===== src/rtl/inv_serial_pkg.sv =====
// Shared types and logical line levels for the inverted-line serial receiver.
package inv_serial_pkg;

  typedef enum logic [1:0] {
    IDLE,
    START,
    DATA,
    STOP
  } rx_state_t;

  localparam logic L_IDLE  = 1'b1;
  localparam logic L_START = 1'b0;
  localparam logic L_STOP  = 1'b1;

endpackage


===== src/rtl/line_sync.sv =====
// Two-flop synchronizer for an asynchronous single-bit input; reset value is
// chosen by the instantiating block so the output sits at its idle level.
module line_sync #(
  parameter logic RESET_VAL = 1'b0
) (
  input  logic clk,
  input  logic rst_n,
  input  logic i_d,
  output logic o_q
);

  logic r_meta;
  logic r_q;

  always_ff @(posedge clk or negedge rst_n) begin
    if (!rst_n) begin
      r_meta <= RESET_VAL;
      r_q    <= RESET_VAL;
    end else begin
      r_meta <= i_d;
      r_q    <= r_meta;
    end
  end

  assign o_q = r_q;

endmodule


===== src/rtl/inv_serial_rx.sv =====
// Serial frame receiver: synchronizes and de-inverts the line, samples each
// bit at mid-bit, checks the stop bit and pulses data_valid or frame_err.
module inv_serial_rx
  import inv_serial_pkg::*;
#(
  parameter int unsigned CLKS_PER_BIT = 16,
  parameter int unsigned DATA_BITS    = 8,
  parameter bit          INVERT       = 1'b1
) (
  input  logic                 clk,
  input  logic                 rst_n,
  input  logic                 line_in,
  output logic [DATA_BITS-1:0] data_out,
  output logic                 data_valid,
  output logic                 frame_err,
  output logic                 busy
);

  localparam int unsigned CNT_W = $clog2(CLKS_PER_BIT);
  localparam int unsigned BIT_W = $clog2(DATA_BITS + 1);

  localparam logic [CNT_W-1:0] HALF_LOAD = CNT_W'(CLKS_PER_BIT / 2 - 1);
  localparam logic [CNT_W-1:0] FULL_LOAD = CNT_W'(CLKS_PER_BIT - 1);
  localparam logic [BIT_W-1:0] LAST_BIT  = BIT_W'(DATA_BITS - 1);

  logic                 w_sync;
  logic                 w_l;
  rx_state_t            r_state;
  logic [CNT_W-1:0]     r_cnt;
  logic [BIT_W-1:0]     r_bit_cnt;
  logic [DATA_BITS-1:0] r_shift;
  logic [DATA_BITS-1:0] r_data;
  logic                 r_valid;
  logic                 r_ferr;
  logic                 r_busy;

  // Synchronizer resets to the physical idle level so the logical line reads idle.
  line_sync #(
    .RESET_VAL (L_IDLE ^ INVERT)
  ) u_line_sync (
    .clk   (clk),
    .rst_n (rst_n),
    .i_d   (line_in),
    .o_q   (w_sync)
  );

  assign w_l = w_sync ^ INVERT;

  always_ff @(posedge clk or negedge rst_n) begin
    if (!rst_n) begin
      r_state   <= IDLE;
      r_cnt     <= '0;
      r_bit_cnt <= '0;
      r_shift   <= '0;
      r_data    <= '0;
      r_valid   <= 1'b0;
      r_ferr    <= 1'b0;
      r_busy    <= 1'b0;
    end else begin
      r_valid <= 1'b0;
      r_ferr  <= 1'b0;
      case (r_state)
        IDLE: begin
          if (w_l == L_START) begin
            r_bit_cnt <= '0;
            r_cnt     <= HALF_LOAD;
            r_state   <= START;
            r_busy    <= 1'b1;
          end
        end
        START: begin
          if (r_cnt == '0) begin
            // Start bit must still be low at mid-bit, otherwise it was a glitch.
            if (w_l == L_START) begin
              r_cnt   <= FULL_LOAD;
              r_state <= DATA;
            end else begin
              r_state <= IDLE;
              r_busy  <= 1'b0;
            end
          end else begin
            r_cnt <= r_cnt - CNT_W'(1);
          end
        end
        DATA: begin
          if (r_cnt == '0) begin
            r_shift   <= {w_l, r_shift[DATA_BITS-1:1]};
            r_cnt     <= FULL_LOAD;
            r_bit_cnt <= r_bit_cnt + BIT_W'(1);
            if (r_bit_cnt == LAST_BIT) begin
              r_state <= STOP;
            end
          end else begin
            r_cnt <= r_cnt - CNT_W'(1);
          end
        end
        STOP: begin
          if (r_cnt == '0) begin
            if (w_l == L_STOP) begin
              r_data  <= r_shift;
              r_valid <= 1'b1;
            end else begin
              r_ferr <= 1'b1;
            end
            r_state <= IDLE;
            r_busy  <= 1'b0;
          end else begin
            r_cnt <= r_cnt - CNT_W'(1);
          end
        end
        default: begin
          r_state <= IDLE;
          r_busy  <= 1'b0;
        end
      endcase
    end
  end

  assign data_out   = r_data;
  assign data_valid = r_valid;
  assign frame_err  = r_ferr;
  assign busy       = r_busy;

endmodule


===== config.mk =====
export PLATFORM = sky130hd
export DESIGN_NAME = inv_serial_rx
export DESIGN_NICKNAME = d
export VERILOG_FILES = /design/src/rtl/inv_serial_pkg.sv /design/src/rtl/line_sync.sv /design/src/rtl/inv_serial_rx.sv
export SDC_FILE = /design/constraint.sdc
export NUM_CORES = 1
export LEC_CHECK = 0
export ABC_AREA = 1
export CAP_MARGIN = 25
export CORE_MARGIN = 3
export CORE_UTILIZATION = 45
export CTS_BUF_LIST = sky130_fd_sc_hd__clkbuf_4 sky130_fd_sc_hd__clkbuf_8
export DETAILED_ROUTE_END_ITERATION = 8
export MAX_ROUTING_LAYER = met4
export PLACE_DENSITY = 0.73
export SETUP_SLACK_MARGIN = 0.15
export SLEW_MARGIN = 0
export SYNTH_ARGS = -nofsm -noshare
export SYNTH_HDL_FRONTEND = slang
export SYNTH_SLANG_ARGS = --single-unit
export TNS_END_PERCENT = 1

===== constraint.sdc =====
create_clock -name clk -period 1.6 [get_ports clk]
set_input_delay 0.24 -clock clk [delete_from_list [all_inputs] [get_ports clk]]
set_output_delay 0.24 -clock clk [all_outputs]
set_load 0.02 [all_outputs]

==> results.py <==
metrics = {
    "layout": {
        "layout.cells.non_filler": 232,
        "drive_gt1_share_pct": 19.1,
        "diodes": 0,
        "syn_to_final_growth_pct": 23.3,
        "finalInstanceArea_um2": 1830,
        "number_of_fill_cells": 275,
        "postLayoutCoreUtil_pct": 58.9,
        "design.final.nets": 197,
    },
    "cts": {
        "clock_sink_total": 31,
        "htree_levels": 2,
        "clkTransAtPathRegs_ps": 100,
        "ctsLongestPathBuffers": 2,
        "clock-root-buffer": "sky130_fd_sc_hd__clkbuf_4",
        "tritoncts_clock_tree": "done",
        "clock_latency_ps": 330,
        "cts_buffers": 5,
        "cts-hold-fix-buffers": 0,
    },
    "worst_setup_path": {
        "crit_path_max_fanout": 5,
        "crit_arrival_ps": 1750,
        "worst_ep_required_time_ps": 1810,
        "worstSetupEndpointType": "flip-flop",
        "path_class": "reg2reg",
        "sort_of_element_at_the_start_of_the_critical_path": "flip-flop",
    },
    "grt": {
        "grt_pass1_vias": 1098,
        "grt_use_total_pct": 15.9,
        "grt_overflow_total": 0,
        "grt_start_max_net_pins": 32,
        "antenna_found_initial": 0,
        "grt_first_pass_wirelength_um": 4910,
    },
    "sta": {
        "tns_ps": 0,
        "setup_slack_ps": 56.8,
        "drv_slew": 0,
        "min_period_over_period_pct": 96.4,
        "worst_slew_margin_rel_pct": 74.7,
        "finalHoldViolations": 0,
        "fmaxAchievable_mhz": 648,
        "worst_pin_slew_ps": 380,
        "rsz0062_at_grt": "yes",
        "final.setup_skew_ps": 8.87,
        "final-setup-viol-count": 0,
        "finalWorstPathRequiredPeriod_ps": 1540,
    },
    "synth": {
        "yosysSeqAreaShare_pct": 52.3,
        "syn-num-nets": 177,
        "synthCells": 167,
        "ys_ff_latch": 31,
        "postSynthAreaPerCell_um2": 8.88,
        "number_of_different_library_cells_in_the_post_synthesis_netlist": 24,
        "ys_warn_count": 0,
        "synth_enable_flop_cells": 0,
        "async_reset_ff_share_pct": 100,
        "synth-main-ff-cell": "sky130_fd_sc_hd__dfrtp_1",
        "syn-cell-area_um2": 1480,
    },
    "die": {
        "total_die_area_um2": 4020,
        "initial_core_util_pct": 47.8,
        "die_h_um": 63.4,
        "io-pin-count": 14,
        "fp-row-count": 20,
        "die_width_um": 63.4,
        "core_region_area_um2": 3100,
    },
    "route": {
        "dr.first_iter.drc_count": 56,
        "drt-total-wl_um": 2850,
        "avgViaCountPerCell": 4.85,
        "vias": 1125,
        "drc": 0,
        "post_drt_wl_per_cell_um": 12.3,
        "firstDrtPassIters": 4,
        "drt.antenna.violating_nets": 0,
    },
    "power": {
        "power.share.clock_pct": 23.2,
        "worst_ir_drop_vdd_v": 0.000777,
        "internal-power_mw": 1.68,
        "combPwrFrac_pct": 40.2,
        "power_frac_seq_pct": 36.7,
        "pwr_density_cell_nw_per_um2": 1490,
        "netSwitchingPower_mw": 1.05,
        "netSwitchingFraction_pct": 38.5,
        "p_leak_nw": 1.03,
    },
    "worst_hold_path": {
        "min_path_type": "in2async",
    },
    "run_status": {
        "outcome": "complete, no violations",
    },
    "place": {
        "post-dp-hpwl_um": 1970,
        "dpl.cell_count": 223,
        "gp_congestion": 0.903,
        "placedInstanceArea_um2": 1660,
        "io_buffers": 13,
        "dp_worst_setup_slack_ps": 81.5,
    },
    "flow_run": {
        "timing.max_cap.violations": 0,
    },
}
==> synth_stat cells (2+ instances only) <==
| cell | instances | area [µm²] |
|---|---|---|
| sky130_fd_sc_hd__nand2_1 | 51 | 191 |
| sky130_fd_sc_hd__dfrtp_1 | 31 | 776 |
| sky130_fd_sc_hd__inv_1 | 19 | 71.3 |
| sky130_fd_sc_hd__o21ai_0 | 10 | 50.1 |
| sky130_fd_sc_hd__o21ai_1 | 9 | 45.0 |
| sky130_fd_sc_hd__nand3_1 | 8 | 40.0 |
| sky130_fd_sc_hd__ha_1 | 7 | 87.6 |
| sky130_fd_sc_hd__nor2_1 | 5 | 18.8 |
| sky130_fd_sc_hd__o21ai_2 | 5 | 43.8 |
| sky130_fd_sc_hd__nand2_2 | 3 | 18.8 |
| sky130_fd_sc_hd__nand4_1 | 3 | 18.8 |
| sky130_fd_sc_hd__a21oi_2 | 2 | 17.5 |
| sky130_fd_sc_hd__inv_2 | 2 | 7.51 |
| sky130_fd_sc_hd__nor2_2 | 2 | 12.5 |
==> path summary, 6_finish.rpt <==
path | from | to | slack, ps | cells after the start
max | r_state[0]$_DFFE_PN0P_ | r_state[0]$_DFFE_PN0P_ | 60 | 8
min | rst_n | data_out[7]$_DFFE_PN0P_ | 290 | 2
max reg2reg | r_state[0]$_DFFE_PN0P_ | r_state[0]$_DFFE_PN0P_ | 60 | 8
min reg2reg | u_line_sync.r_meta$_DFF_PN0_ | u_line_sync.o_q$_DFF_PN0_ | 360 | 0
max in group asynchronous | rst_n | r_state[0]$_DFFE_PN0P_ | 1010 | 2
min in group clk | line_in | u_line_sync.r_meta$_DFF_PN0_ | 350 | 1
==> final cells by class <==
type	count	area, µm²	area share [%]
sequential	31	777	42.5
multi-input combinational	112	654	35.8
timing repair buffer	16	176	9.65
inverter	21	78.8	4.31
tap	44	55.1	3.01
clock buffer	6	51.3	2.81
clock inverter	2	35.0	1.92
==> worst max-delay path: stages, from the launching register on <==
cell	delay, ps
sky130_fd_sc_hd__dfrtp_2	440
sky130_fd_sc_hd__buf_4	140
sky130_fd_sc_hd__ha_1	200
sky130_fd_sc_hd__inv_1	70
sky130_fd_sc_hd__nand2_1	100
sky130_fd_sc_hd__a21oi_2	230
sky130_fd_sc_hd__nand2_1	110
sky130_fd_sc_hd__nand2_1	80
sky130_fd_sc_hd__o21ai_1	70
==> cell families after synthesis <==
kind of cell    after synthesis  share of synthesized area (%)
simple gates                 77                           22.9
flops                        31                           52.3
buf+inv                      24                           6.92
xor+xnor                      1                          0.591
compound gates               27                           11.4
fa+ha+maj                     7                           5.91
==> power by group through the flow <==
stage	Sequential, mW	Combinational, mW	Clock (mW)
floorplan	1.02	0.725	0
finish	1.00	1.10	0.633
global placement	1.01	0.912	0
detailed placement	1.02	0.953	0
global route	1.02	1.23	0.690
CTS	1.00	0.958	0.657
==> cells in the final DEF (no fill, tap or decap), types with 2 or more instances in the layout <==
cell type	count
sky130_fd_sc_hd__ha_2	2
sky130_fd_sc_hd__dlymetal6s2s_1	10
sky130_fd_sc_hd__a21oi_2	2
sky130_fd_sc_hd__ha_1	4
sky130_fd_sc_hd__nand2_2	2
sky130_fd_sc_hd__dfrtp_1	30
sky130_fd_sc_hd__buf_4	3
sky130_fd_sc_hd__o21ai_1	9
sky130_fd_sc_hd__inv_2	5
sky130_fd_sc_hd__clkdlybuf4s50_1	2
sky130_fd_sc_hd__nand4_1	3
sky130_fd_sc_hd__o21ai_0	10
sky130_fd_sc_hd__clkbuf_4	5
sky130_fd_sc_hd__nand3_1	8
sky130_fd_sc_hd__nand2_1	51
sky130_fd_sc_hd__inv_1	16
sky130_fd_sc_hd__o21ai_2	5
sky130_fd_sc_hd__nor2_4	3
sky130_fd_sc_hd__nor2_1	5
==> metrics by stage <==
step | hold slack [ps] | power [mW]
3_3_place_gp | 333 | 1.92
2_1_floorplan | -55.6 | 1.74
4_1_cts | 288 | 2.62
3_5_place_dp | 335 | 1.97
6_report | 290 | 2.73
5_1_grt | 295 | 2.93
==> registers in the layout, indices dropped and copies added, names as in the netlist, named ones only <==
name	cells
data_out	8
busy	1
r_bit_cnt	4
data_valid	1
r_state	1
r_cnt	4
u_line_sync.o_q	1
u_line_sync.r_meta	1
frame_err	1
r_shift	8
==> what timing repair did <==
| item | CTS | global route |
|---|---|---|
| buffers inserted | 0 | 1 |
| pin swaps | 0 | 5 |
| setup endpoints to repair | 30 | 38 |
| gates cloned | 0 | 0 |
| gates resized for setup | 1 | 23 |
==> metal layers <==
layer	vias to the layer above	GRT usage, %	wire (µm)
li1	575	-	-
met1	517	20.2	1300
met2	27	23.9	1380
met3	6	3.92	134
met4	0	7.28	42
met5	-	-	0
No activity file was read; power rests on OpenSTA's default activity.
